### src/rtl/poly_memory_control_mc.sv
// poly_memory_control_mc
// BRAM sequencer for the AMNS polynomial datapath. A load sequence streams
// A, B, M and M'_0 from one BRAM bank into the operand input registers. A
// store sequence writes NB_CH result polynomials back into the same bank.
// Each bank region holds LD_LEN operand words followed by ST_LEN result words.
//
// Ports:
//   clock_i          rising-edge clock
//   reset_i          asynchronous active-low reset
//   load_start_i     one-cycle pulse, starts a load sequence
//   store_start_i    one-cycle pulse, starts a store sequence
//   abort_i          ends any active sequence, no done pulse
//   bank_i           bank select, sampled when a start is accepted
//   BRAM_we_o        BRAM write enable
//   BRAM_addr_o      BRAM address
//   INPUT_reg_sel_o  operand selector (0=A, 1=B, 2=M, 3=M'_0)
//   INPUT_reg_en_o   input register enable, aligned to BRAM read data
//   RES_reg_shift_o  result shift-register advance
//   RES_ch_o         result channel currently being stored
//   busy_o           high whenever a sequence is active
//   load_done_o      one-cycle pulse at the end of a load
//   store_done_o     one-cycle pulse at the end of a store
module poly_memory_control_mc #(
  parameter  int WORD_WIDTH = 17,
  parameter  int N          = 5,
  parameter  int S          = 4,
  parameter  int LAT        = 2,
  parameter  int NB_CH      = 2,
  localparam int NS         = N * S,
  localparam int LD_LEN     = 3 * NS + N,
  localparam int ST_LEN     = NB_CH * NS,
  localparam int REGION     = LD_LEN + ST_LEN,
  localparam int ADDR_LEN   = $clog2(2 * REGION) + 1
) (
  input  logic                clock_i,
  input  logic                reset_i,
  input  logic                load_start_i,
  input  logic                store_start_i,
  input  logic                abort_i,
  input  logic                bank_i,
  output logic                BRAM_we_o,
  output logic [ADDR_LEN-1:0] BRAM_addr_o,
  output logic [1:0]          INPUT_reg_sel_o,
  output logic                INPUT_reg_en_o,
  output logic                RES_reg_shift_o,
  output logic [1:0]          RES_ch_o,
  output logic                busy_o,
  output logic                load_done_o,
  output logic                store_done_o
);

  localparam int CNT_W = $clog2(REGION + 1);

  localparam logic [CNT_W-1:0]    CNT_ONE  = CNT_W'(1);
  localparam logic [CNT_W-1:0]    LD_LAST  = CNT_W'(LD_LEN - 1);
  localparam logic [CNT_W-1:0]    ST_LAST  = CNT_W'(ST_LEN - 1);
  localparam logic [CNT_W-1:0]    DR_LAST  = CNT_W'(LAT - 1);
  localparam logic [CNT_W-1:0]    SEG_LAST = CNT_W'(NS - 1);
  localparam logic [CNT_W-1:0]    TAG1_LIM = CNT_W'(NS);
  localparam logic [CNT_W-1:0]    TAG2_LIM = CNT_W'(2 * NS);
  localparam logic [CNT_W-1:0]    TAG3_LIM = CNT_W'(3 * NS);
  localparam logic [ADDR_LEN-1:0] ADDR_ONE = ADDR_LEN'(1);
  localparam logic [ADDR_LEN-1:0] LD_B1    = ADDR_LEN'(REGION);
  localparam logic [ADDR_LEN-1:0] ST_B0    = ADDR_LEN'(LD_LEN);
  localparam logic [ADDR_LEN-1:0] ST_B1    = ADDR_LEN'(REGION + LD_LEN);

  if (LAT < 1 || LAT > 4 || NB_CH < 1 || NB_CH > 4 || WORD_WIDTH < 1) begin : g_param_check
    $error("poly_memory_control_mc: illegal parameter set");
  end

  typedef enum logic [1:0] {IDLE, LOAD, DRAIN, STORE} state_t;

  state_t           state;
  logic [CNT_W-1:0] cnt;
  logic [CNT_W-1:0] seg;
  logic [1:0]       tag;
  logic             load_active;

  // Operand selector for the word being read in the current LOAD step.
  always_comb begin
    tag = 2'd3;
    if (cnt < TAG1_LIM)      tag = 2'd0;
    else if (cnt < TAG2_LIM) tag = 2'd1;
    else if (cnt < TAG3_LIM) tag = 2'd2;
  end

  assign load_active = (state == LOAD);

  // Address is a running pointer: the address following the last step of
  // LOAD (B0+LD_LEN) and of STORE (B0+REGION) is just one more increment.
  always_ff @(posedge clock_i or negedge reset_i) begin
    if (!reset_i) begin
      state           <= IDLE;
      cnt             <= '0;
      seg             <= '0;
      BRAM_addr_o     <= '0;
      BRAM_we_o       <= 1'b0;
      RES_reg_shift_o <= 1'b0;
      RES_ch_o        <= '0;
      busy_o          <= 1'b0;
      load_done_o     <= 1'b0;
      store_done_o    <= 1'b0;
    end else begin
      load_done_o  <= 1'b0;
      store_done_o <= 1'b0;
      // Abort also covers IDLE: it matches the idle hold and drops any start.
      if (abort_i) begin
        state           <= IDLE;
        cnt             <= '0;
        seg             <= '0;
        BRAM_addr_o     <= '0;
        BRAM_we_o       <= 1'b0;
        RES_reg_shift_o <= 1'b0;
        RES_ch_o        <= '0;
        busy_o          <= 1'b0;
      end else begin
        unique case (state)
          IDLE: begin
            cnt             <= '0;
            seg             <= '0;
            RES_ch_o        <= '0;
            if (load_start_i) begin
              state           <= LOAD;
              busy_o          <= 1'b1;
              BRAM_we_o       <= 1'b0;
              RES_reg_shift_o <= 1'b0;
              BRAM_addr_o     <= bank_i ? LD_B1 : '0;
            end else if (store_start_i) begin
              state           <= STORE;
              busy_o          <= 1'b1;
              BRAM_we_o       <= 1'b1;
              RES_reg_shift_o <= 1'b1;
              BRAM_addr_o     <= bank_i ? ST_B1 : ST_B0;
            end else begin
              busy_o          <= 1'b0;
              BRAM_we_o       <= 1'b0;
              RES_reg_shift_o <= 1'b0;
              BRAM_addr_o     <= '0;
            end
          end
          LOAD: begin
            BRAM_addr_o <= BRAM_addr_o + ADDR_ONE;
            if (cnt == LD_LAST) begin
              state <= DRAIN;
              cnt   <= '0;
            end else begin
              cnt <= cnt + CNT_ONE;
            end
          end
          DRAIN: begin
            if (cnt == DR_LAST) begin
              state       <= IDLE;
              cnt         <= '0;
              busy_o      <= 1'b0;
              BRAM_addr_o <= '0;
              load_done_o <= 1'b1;
            end else begin
              cnt <= cnt + CNT_ONE;
            end
          end
          STORE: begin
            BRAM_addr_o <= BRAM_addr_o + ADDR_ONE;
            if (cnt == ST_LAST) begin
              state           <= IDLE;
              cnt             <= '0;
              seg             <= '0;
              busy_o          <= 1'b0;
              BRAM_we_o       <= 1'b0;
              RES_reg_shift_o <= 1'b0;
              RES_ch_o        <= '0;
              store_done_o    <= 1'b1;
            end else begin
              cnt <= cnt + CNT_ONE;
              if (seg == SEG_LAST) begin
                seg      <= '0;
                RES_ch_o <= RES_ch_o + 2'd1;
              end else begin
                seg <= seg + CNT_ONE;
              end
            end
          end
          default: state <= IDLE;
        endcase
      end
    end
  end

  // Read-tag delay line matching the BRAM read latency. Stage LAT-1 is the
  // output register; v_in/s_in present the input of each stage so the chain
  // works for LAT=1 as well.
  logic [LAT-1:0] pv;
  logic [1:0]     ps   [LAT];
  logic [LAT-1:0] v_in;
  logic [1:0]     s_in [LAT];

  always_comb begin
    v_in[0] = load_active;
    s_in[0] = tag;
    for (int unsigned i = 1; i < LAT; i++) begin
      v_in[i] = pv[i-1];
      s_in[i] = ps[i-1];
    end
  end

  always_ff @(posedge clock_i or negedge reset_i) begin
    if (!reset_i) begin
      pv <= '0;
      for (int unsigned i = 0; i < LAT; i++) ps[i] <= '0;
    end else if (abort_i && busy_o) begin
      pv <= '0;
    end else begin
      for (int unsigned i = 0; i < LAT; i++) pv[i] <= v_in[i];
      for (int unsigned i = 0; i + 1 < LAT; i++) ps[i] <= s_in[i];
      // Output selector holds between valid words and clears after load_done.
      if (v_in[LAT-1])     ps[LAT-1] <= s_in[LAT-1];
      else if (load_done_o) ps[LAT-1] <= '0;
    end
  end

  assign INPUT_reg_en_o  = pv[LAT-1];
  assign INPUT_reg_sel_o = ps[LAT-1];

endmodule

### config.mk
export PLATFORM = sky130hd
export DESIGN_NAME = poly_memory_control_mc
export DESIGN_NICKNAME = d
export VERILOG_FILES = /design/src/rtl/poly_memory_control_mc.sv
export SDC_FILE = /design/constraint.sdc
export NUM_CORES = 1
export LEC_CHECK = 0
export CELL_PAD_IN_SITES_DETAIL_PLACEMENT = 1
export CELL_PAD_IN_SITES_GLOBAL_PLACEMENT = 2
export CORE_UTILIZATION = 39
export CTS_BUF_LIST = sky130_fd_sc_hd__clkbuf_4 sky130_fd_sc_hd__clkbuf_8
export DETAILED_ROUTE_END_ITERATION = 6
export PLACE_DENSITY_LB_ADDON = 0.1
export SYNTH_ARGS = -nofsm -noshare
export SYNTH_HDL_FRONTEND = slang
export SYNTH_SLANG_ARGS = --single-unit
### constraint.sdc
create_clock -name clock_i -period 5.15 [get_ports clock_i]
set_clock_uncertainty 0.2 [all_clocks]
set_input_delay 1.03 -clock clock_i [delete_from_list [all_inputs] [get_ports clock_i]]
set_output_delay 1.03 -clock clock_i [all_outputs]
set_load 0.01 [all_outputs]
# Word-level counts from Yosys, hierarchy flattened
# Cells that the tools add are included.
# totals
reg_bits	37
inputBits	6
out_inout_bits	19
elab_cells	91
# classes
add_sub_neg	4
n_lt_le_gt_ge	3
n_eq_ne	12
muxes	48
n_bitwise	1
n_reduce_logical	11
# op_table
cell	count
$mux 7	8
$mux 2	14
$pmux 7 s4	1
$pmux 9 s3	1
$mux 8	3
$mux 9	2
$add 7x1->7 const B	2
$lt 7x6->1 const B	2
$mux 1	14
$pmux 7 s2	1
$add 9x1->9 const B	1
$ne 4x4->1 const B	2
$pmux 2 s4	1
$eq 7x1->1 const B	1
$eq 7x5->1 const B	1
$eq 7x6->1 const B	1
$eq 7x7->1 const B	1
$lt 7x5->1 const B	1
$ne 3x3->1 const B	2
$reduce_and 2->1	3
$eq 2x2->1 const B	2
$pmux 2 s2	1
$reduce_and 4->1	1
$reduce_bool 4->1	1
other kinds (12)	12

# Logic depth before layout (Yosys ltp)
# Gate-level depths: netlist of run 1.
# logic_depth
depth_word	5
mapped_depth	6
mapped_depth_nobuf	5

# Worst setup path before layout of run 1
# OpenSTA, ideal clock, no wires.
# synth_timing
kind	input-to-reg
from	in abort_i
to	reg BRAM_addr_o[5]
setup_ns	0.087
arrival_time_ns	2.065
required_ns	4.863
setup_slack_ns	2.799
stages	6
n_path_buf	2
path_cell_list	buf_2 or3b_1 a31oi_2 buf_6 o21ai_0 o211ai_1
# synth_between
elab_chain_len	1
word_cells_on_any_way	2
cone_classes	1 x eq/ne; 1 x mux
# synth_rtl
element	line	source
start: declaration	39	input logic abort_i,
$ne 3x3->1 (no line) or $mux 9 (tied branches)	--	
end signal: assignment	127	BRAM_addr_o <= bank_i ? LD_B1 : '0;
end signal: assignment	133	BRAM_addr_o <= bank_i ? ST_B1 : ST_B0;
end signal: assignment	142	BRAM_addr_o <= BRAM_addr_o + ADDR_ONE;
end: declaration	42	output logic [ADDR_LEN-1:0] BRAM_addr_o,
# Several ways; a longest one is shown, not always the timed one.
# A chain may end at the register's enable or synchronous reset.

# Final worst setup path of run 1
# layout_timing
from	in abort_i
to	reg cnt[6]
# layout_between
elab_chain_len	1
# layout_rtl
element	line	source
$mux 7	107	if (abort_i) begin
end signal: assignment	147	cnt <= cnt + CNT_ONE;
end signal: assignment	158	cnt <= cnt + CNT_ONE;
end signal: assignment	173	cnt <= cnt + CNT_ONE;
end: declaration	74	logic [CNT_W-1:0] cnt;
# No other way between the ends.

==> impl_metrics.ini, run 1 <==
[status]
status = completed

[sta]
fmax_mhz = 313
slew_violations = 0
fin_crit_ps = 3190
post-route-period-util_pct = 62.0
tightest_slew_ps = 654
finalSetupTns_ps = 0
finalSetupViolations = 0
rsz0062_at_grt = no
report.final.hold_viol_count = 0
slew_headroom_pct = 56.3

[grt]
grt_antenna_before_repair = 0
gr-usage-all-layers_pct = 19.5
grt_overflow_total = 0
grt_max_degree = 38
grt_first_pass_wirelength_um = 8050
grt_pass1_vias = 1667

[worst_hold_path]
hp-class = reg -> reg

[drt]
drtIter0Drc = 73
vias_per_cell = 5.44
drt-wirelength-per-cell_um = 15.7
route.antenna.remaining_nets = 0
drt_first_pass_iters = 4
drc = 0
routed_wirelength_um = 4580
via_count = 1588

[synthesis]
synth-simple-area-share_pct = 20.7
ys_seq_elements = 37
ys_warn_count = 0
synth.area.mux_share_pct = 1.01
synth_async_sr_flop_share_pct = 100
netlist_instances = 204
yosysTopAreaCellShare_pct = 46.5
synth_compound_area_share_pct = 16.6
seq_area_frac_synth_pct = 46.5
syn-mean-instance-area_um2 = 9.76
syn-num-nets = 215
synth_edf_count = 0
ys_types = 46
syn-cell-area_um2 = 1990
synthTopCellsByArea = dfrtp_1 47%, nor2_1 5.1%, o21ai_0 3.5%, xor2_1 3.5%, ha_1 3.1%
synth-xor-area-share_pct = 6.16
synth_top_family_by_area = simple AND/OR/NAND/NOR gates
synth_fa_ha_area_share_pct = 3.65
synth_top_area_cell = dfrtp_1
ys.flop_type = dfrtp_1

[clock_network]
clockBufferDepth = 2
htreeDepth = 2
clkTransAtPathRegs_ps = 80
clock_latency_ps = 290
cts.sinks = 37
cts_hold_buf = 0
cts-resized-gates = 0
cts_tree = yes
cts-root-buf = clkbuf_8
cts_setup_buffers = 0
numCtsBuffers = 5

[setup_path]
start_kind = input port
critPathMaxStageDelay_ps = 730
critPathSlowestCell = clkdlybuf4s50_1
worstPathCellList = clkdlybuf4s50_1, or3b_1, a31oi_2, a311oi_2, nor2_1
cp-end-kind = flip-flop
crit_family = buffers and inverters
arrival_ps = 3210
worst-path-buf-inv = 1
crit_fanout = 19
cp.required_ps = 5170
path_class = in -> reg

[power_and_ir_drop]
pwr-share-seq_pct = 47.7
vdd_drop_max_v = 0.000133
p_leak_nw = 0.969
power.share.switching_pct = 27.7
p_total_uw = 696
switchingPower_uw = 193
power_density_nw_per_um2 = 295
internal_power_uw = 503
clkPwrFrac_pct = 36.9
p_comb_share_pct = 15.4

[layout]
drive_gt1_share_pct = 7.56
fin_util_pct = 49.0
nFillCells = 579
mostFrequentLayoutCells = 37 x dfrtp_1, 27 x nor2_1, 24 x clkdlybuf4s50_1
area_delta_synth_final_pct = 18.5
regArea_um2 = 926
antenna_cells = 0
finalInstanceArea_um2 = 2360
final_common_cell = dfrtp_1
layout.nets = 235
multi_input_area_um2 = 957

[placement]
placedInstanceArea_um2 = 2240
portBuffers = 24
hpwl_um = 3220
gp_congestion = 0.760

[job]
drv_cap = 0

[floorplan]
die_h_um = 73.4
coreArea_um2 = 4820
die_w_um = 73.4
io_pins = 25
dieArea_um2 = 5390
start_util_pct = 41.3
num_rows = 25
## path summary, 6_finish.rpt
path	cells past startpoint	end	startpoint	slack [ps]
setup / recovery	5	cnt[6]	abort_i	1960
hold / removal	1	INPUT_reg_sel_o[1]	INPUT_reg_sel_o[1]	300
setup reg to reg	4	cnt[6]	state[0]	2820
hold reg to reg	1	INPUT_reg_sel_o[1]	INPUT_reg_sel_o[1]	300
max in group asynchronous	2	state[0]	reset_i	3440
min in group asynchronous	2	INPUT_reg_sel_o[0]	reset_i	970
## per-stage QoR
step	cells	hold WS, ps	setup slack [ps]
final	292	304	1960
after global placement	284	283	1770
after detailed placement	284	287	1610
after floorplan	204	267	2800
after CTS	292	310	1910
after global routing	292	344	1800
## flip-flops by register name, indices dropped and copies added (netlist names), 2 cells and up
register / cells
BRAM_addr_o: 9
cnt: 7
seg: 7
INPUT_reg_sel_o: 2
RES_ch_o: 2
ps: 2
pv: 2
state: 2
## Yosys cell counts, types with 4 or more instances
cell       n
a21oi_1    4
and2_1     7
and3_1     4
buf_2      5
dfrtp_1   37
ha_1       5
inv_1      8
nand2_1   14
nand3_1    8
nand4_1    4
nor2_1    27
o211ai_1   4
o21ai_0   14
xnor2_1    6
xor2_1     8
## power by group through the flow
stage / Combinational, mW / Sequential [mW] / Clock, mW
after global routing: 0.120 / 0.336 / 0.280
after global placement: 0.105 / 0.336 / 0
final: 0.107 / 0.332 / 0.257
after CTS: 0.109 / 0.332 / 0.264
after detailed placement: 0.108 / 0.338 / 0
after floorplan: 0.0679 / 0.331 / 0
## per-layer routing
metal	wire length (um)	global-route usage (%)	part of all wire (%)
met1	2120	25.2	46
met2	2260	32.9	49
met3	149	4.25	3.3
met4	48	5.34	1.0
met5	0	0	0
## layout make-up
cell class	instances	area share (%)
Multi-Input combinational cell	147	40.6
Sequential cell	37	39.2
Timing Repair Buffer	25	10.5
Tap cell	67	3.55
Clock buffer	5	2.92
Clock inverter	3	1.96
Inverter	8	1.27
## cell families after synthesis
group / after synthesis
multiplexers: 2
AND/OR/NAND/NOR: 79
XOR/XNOR: 14
AO/OA/AOI/OAI: 46
flip-flops: 37
adder cells (fa/ha/maj): 6
buffers and inverters: 20
(Power assumes the default switching activity.)
==> run 2: changes to the inputs <==
--- a/config.mk
+++ b/config.mk
@@ -7,7 +7,7 @@
 export LEC_CHECK = 0
 export CELL_PAD_IN_SITES_DETAIL_PLACEMENT = 1
 export CELL_PAD_IN_SITES_GLOBAL_PLACEMENT = 2
-export CORE_UTILIZATION = 39
+export CORE_UTILIZATION = 33
 export CTS_BUF_LIST = sky130_fd_sc_hd__clkbuf_4 sky130_fd_sc_hd__clkbuf_8
 export DETAILED_ROUTE_END_ITERATION = 6
 export PLACE_DENSITY_LB_ADDON = 0.1
==> constraint.sdc (replaced) <==
create_clock -name clock_i -period 2.8 [get_ports clock_i]
set_clock_uncertainty 0.2 [all_clocks]
set_input_delay 0.56 -clock clock_i [delete_from_list [all_inputs] [get_ports clock_i]]
set_output_delay 0.56 -clock clock_i [all_outputs]
set_load 0.01 [all_outputs]
==> run 2 against run 1 <==
Effect of this change:
- non-clock buffer count rose by 4
- cell count is 2.4% higher
- sequential share of layout area is 0.083 points higher
- largest power group unchanged
- via count grew 1.3%
- sequential power is 82% higher
- highest routed layer unchanged
- register-to-register slack got worse by 2200 ps
==> impl_metrics.ini, run 2 (synthesized netlist as in run 1, its figures left out) <==
[status]
status = completed

[drt]
routed_wirelength_um = 4690
drc = 0
via_count = 1609
drtIter0Drc = 56
route.antenna.remaining_nets = 0
drt_first_pass_iters = 4
drt-wirelength-per-cell_um = 15.7
vias_per_cell = 5.38

[floorplan]
num_rows = 27
die_w_um = 79.7
die_h_um = 79.7
io_pins = 25
dieArea_um2 = 6350
start_util_pct = 35.1
coreArea_um2 = 5680

[power_and_ir_drop]
p_total_mw = 1.15
p_leak_nw = 0.974
vdd_drop_max_v = 0.000291
power_density_nw_per_um2 = 490

[clock_network]
clkTransAtPathRegs_ps = 70
cts.sinks = 37
clock_latency_ps = 280
cts_setup_buffers = 0
clockBufferDepth = 2
cts_hold_buf = 0
cts_tree = yes
numCtsBuffers = 5
htreeDepth = 2
cts-resized-gates = 0
cts-root-buf = clkbuf_8

[layout]
layout.nets = 239
regArea_um2 = 926
max_flop_register = BRAM_addr_o
mostFrequentLayoutCells = 37 x dfrtp_1, 27 x nor2_1, 24 x clkdlybuf4s50_1
multi_input_area_um2 = 957
antenna_cells = 0
largest_reg_flops = 9
final_common_cell = dfrtp_1
drive_gt1_share_pct = 8.37
area_delta_synth_final_pct = 18.3
nFillCells = 653
reg.largest.list = BRAM_addr_o x9, cnt x7, seg x7

[placement]
hpwl_um = 3470
gp_congestion = 0.713
portBuffers = 24

[sta]
fin_crit_ps = 2150
slew_headroom_pct = 62.6
tightest_slew_ps = 555
rsz0062_at_grt = no
slew_violations = 0
finalSetupViolations = 0
report.final.hold_viol_count = 0
post-route-period-util_pct = 76.9
fmax_mhz = 464
finalSetupTns_ps = 0

[grt]
grt_pass1_vias = 1714
grt_overflow_total = 0
grt_max_degree = 38
gr-usage-all-layers_pct = 16.6
grt_first_pass_wirelength_um = 8200
grt_antenna_before_repair = 0

[setup_path]
cp-end-kind = flip-flop
critPathSlowestCell = dfrtp_1
path_class = reg -> reg
start_kind = flip-flop
cp.required_ps = 2740
critPathMaxStageDelay_ps = 500
crit_fanout = 11
worstPathCellList = nor4_4, a31oi_2, buf_4, a311oi_2, nor2_1
arrival_ps = 2100
crit_family = compound AO/OA/AOI/OAI gates
worst-path-buf-inv = 1

[worst_hold_path]
hp-class = reg -> reg

[job]
drv_cap = 0
-- run 2: cell count changes in the layout (fill, tap and decap cells not counted) --
cell        change
clkinvlp_4      -1
buf_4           +4
bufinv_16       -1
clkinv_2        +1
clkinv_4        -1
-- run 2: where the power goes --
group	leakage (nW)	internal [mW]	switching [mW]	total (mW)
Sequential	0.503	0.568	0.0376	0.605
Combinational	0.431	0.0974	0.113	0.210
Clock	0.0399	0.164	0.174	0.338
-- run 2: worst reg2reg max path: stages (launching register included) --
cell and delay (ps):
dfrtp_1 500, nor4_4 430, a31oi_2 130, buf_4 200, a311oi_2 460, nor2_1 100
-- run 2: metrics by stage --
stage / hold WS [ps] / util (%) / cell area, um^2 / setup slack, ps / std cells
after detailed placement: 281 / 40.2 / 2280 / 374 / 293
after floorplan: 64.4 / - / 1990 / 919 / 204
final: 302 / 41.5 / 2350 / 646 / 299
after global routing: 338 / 41.5 / 2350 / 459 / 299
after CTS: 306 / 41.5 / 2350 / 613 / 299
after global placement: 283 / 40.2 / 2280 / 428 / 293
-- run 2: layer usage --
metal | global-route usage, % | wire length (um)
met2 | 28.0 | 2260
met1 | 21.6 | 2240
met5 | 0 | 0
met3 | 3.20 | 155
met4 | 4.18 | 36
-- run 2: cell type report --
class	count	share of cell area [%]
well taps	72	3.83
multi-input cells	147	40.6
clock inverters	1	0.213
flip-flops and latches	37	39.3
inverters	8	1.28
clock buffers	5	2.92
repair buffers	29	11.8
-- run 2: final timing paths --
check,from,to,slack [ps],depth (start not counted)
min reg2reg,INPUT_reg_sel_o[0],INPUT_reg_sel_o[0],300,1
min in group asynchronous,reset_i,INPUT_reg_sel_o[0],510,2
max reg2reg,cnt[3],cnt[6],650,5
max,cnt[3],cnt[6],650,5
min,INPUT_reg_sel_o[0],INPUT_reg_sel_o[0],300,1
max in group asynchronous,reset_i,state[0],1560,2
==> run 3: changes to the inputs <==
--- a/config.mk
+++ b/config.mk
@@ -7,7 +7,7 @@
 export LEC_CHECK = 0
 export CELL_PAD_IN_SITES_DETAIL_PLACEMENT = 1
 export CELL_PAD_IN_SITES_GLOBAL_PLACEMENT = 2
-export CORE_UTILIZATION = 33
+export CORE_UTILIZATION = 36
 export CTS_BUF_LIST = sky130_fd_sc_hd__clkbuf_4 sky130_fd_sc_hd__clkbuf_8
 export DETAILED_ROUTE_END_ITERATION = 6
 export PLACE_DENSITY_LB_ADDON = 0.1
==> constraint.sdc (replaced) <==
create_clock -name clock_i -period 2.2 [get_ports clock_i]
set_clock_uncertainty 0.2 [all_clocks]
set_input_delay 0.44 -clock clock_i [delete_from_list [all_inputs] [get_ports clock_i]]
set_output_delay 0.44 -clock clock_i [all_outputs]
set_load 0.01 [all_outputs]
==> run 3 against run 2 <==
Effect of this change:
- sequential cell count stayed put
- cell area is 3.8% higher
- highest routed layer unchanged
- combinational power is 44% higher
- setup slack worse by 410 ps
- via count is 2.0% higher
- non-clock buffer count is 11 higher
- power is 33% higher
- die area is 8.1% lower
- wire length is 2.9% higher
- maximum frequency is 9.7% higher
- critical path depth stayed put
==> impl_metrics.ini, run 3 (synthesized netlist as in run 1, its figures left out) <==
[sta]
fmax_mhz = 509
report.final.hold_viol_count = 0
post-route-period-util_pct = 89.2
layout_setup_ws_ps = 237
slew_violations = 0
rsz0062_at_grt = no
fin_crit_ps = 1960
tightest_slew_ps = 524
slew_headroom_pct = 64.7
finalSetupViolations = 0

[setup_path]
r2r_cells = 5
path_class = reg -> reg
worstPathCellList = nor4_4, a31oi_2, buf_4, a221oi_2, a21oi_1
r2r-end = BRAM_addr_o[6]
start_kind = flip-flop
timing.rr.start = cnt[3]
crit_fanout = 10
arrival_ps = 1930
critPathMaxStageDelay_ps = 500
cp-end-kind = flip-flop
critPathSlowestCell = dfrtp_1
cp.required_ps = 2170
reg2reg_setup_slack_ps = 240

[clock_network]
cts-resized-gates = 0
cts-root-buf = clkbuf_8
numCtsBuffers = 5
htreeDepth = 2
clockBufferDepth = 2
clock_latency_ps = 290
cts.sinks = 37
clkTransAtPathRegs_ps = 80
cts_tree = yes

[floorplan]
coreArea_um2 = 5200
dieArea_um2 = 5830
die_h_um = 76.4
start_util_pct = 38.2
num_rows = 26
die_w_um = 76.4
io_pins = 25

[layout]
reg.largest.list = BRAM_addr_o x9, cnt x7, seg x7
max_flop_register = BRAM_addr_o
largest_reg_flops = 9
antenna_cells = 0
finalInstanceArea_um2 = 2440
area_delta_synth_final_pct = 22.8
fin_util_pct = 47.0
nFillCells = 620
mostFrequentLayoutCells = 37 x dfrtp_1, 27 x nor2_1, 23 x clkdlybuf4s50_1
final_common_cell = dfrtp_1
drive_gt1_share_pct = 13.3
layout.nets = 250

[grt]
gr-usage-all-layers_pct = 18.4
grt_first_pass_wirelength_um = 8520
grt_pass1_vias = 1761
grt_max_degree = 38
grt_antenna_before_repair = 0
grt_overflow_total = 0

[drt]
via_count = 1641
routed_wirelength_um = 4830
drc = 0
vias_per_cell = 5.29
drtIter0Drc = 63
route.antenna.remaining_nets = 0
drt_first_pass_iters = 4
drt-wirelength-per-cell_um = 15.6

[worst_hold_path]
hp-class = reg -> reg
min-delay-start = INPUT_reg_sel_o[1]
holdPathStages = 1
holdPathEnd = INPUT_reg_sel_o[1]

[status]
status = completed

[placement]
gp_congestion = 0.791
hpwl_um = 3540
preCtsSetupSlack_ps = -52.2
portBuffers = 24
placedInstanceArea_um2 = 2350

[power_and_ir_drop]
p_total_mw = 1.53
p_leak_nw = 1.03
power_density_nw_per_um2 = 628
vdd_drop_max_v = 0.000344

[job]
drv_cap = 0
run 3: cell types whose count changed in the layout (fill, tap and decap cells not counted), sizes merged:
cell,previous run,this run
buf,5,16
clkdlybuf4s50,24,23
clkinv,1,2
clkinvlp,0,1
dlygate4sd3,0,1
run 3: worst max-delay path by stage:
stage / startpoint / end / cells after the start / slack, ps
after floorplan: cnt[3] / BRAM_addr_o[6] / 6 / 430
after global placement: abort_i / cnt[3] / 7 / 20
after detailed placement: abort_i / BRAM_addr_o[6] / 6 / -50
after CTS: cnt[3] / BRAM_addr_o[6] / 5 / 220
after global routing: cnt[3] / BRAM_addr_o[6] / 5 / 110
final: cnt[3] / BRAM_addr_o[6] / 5 / 240
run 3: metrics by stage:
step / setup TNS, ps / std cells / hold WS (ps)
finish: 0 / 310 / 308
global route: 0 / 310 / 355
CTS: 0 / 310 / 317
detailed placement: -231 / 301 / 293
global placement: 0 / 301 / 281
floorplan: 0 / 204 / -55.6
run 3: cell type report:
cell class              count  area, um^2  share of cell area (%)
clock buffers               5        68.8                    2.81
inverters                   8        30.0                    1.23
repair buffers             40         358                    14.6
clock inverters             3        17.5                   0.716
multi-input cells         147         957                    39.2
well taps                  70        87.6                    3.58
flip-flops and latches     37         926                    37.9
run 3: layer usage:
layer / up-vias / GRT usage [%] / routed length [um]
li1: 792 / - / -
met3: 10 / 4.43 / 186
met1: 808 / 23.2 / 2240
met2: 31 / 30.5 / 2320
met5: - / 0 / 0
met4: 0 / 7.12 / 91
run 3: power by group:
| group | total, mW | switching (mW) | leakage [nW] | internal (mW) |
|---|---|---|---|---|
| Combinational | 0.302 | 0.160 | 0.484 | 0.143 |
| Clock | 0.473 | 0.254 | 0.0439 | 0.219 |
| Sequential | 0.759 | 0.0367 | 0.503 | 0.722 |
| Total | 1.53 | 0.450 | 1.03 | 1.08 |
run 3: timing repair:
action | in CTS | in global routing
hold buffers | 1 | 0
buffers inserted | 0 | 0
hold endpoints to repair | 1 | 0
run 3: critical path: cells and delay by family (launching register included):
family          cells  cell delay, ps
flops               1             500
compound gates      3             490
simple gates        1             440
buf+inv             1             200
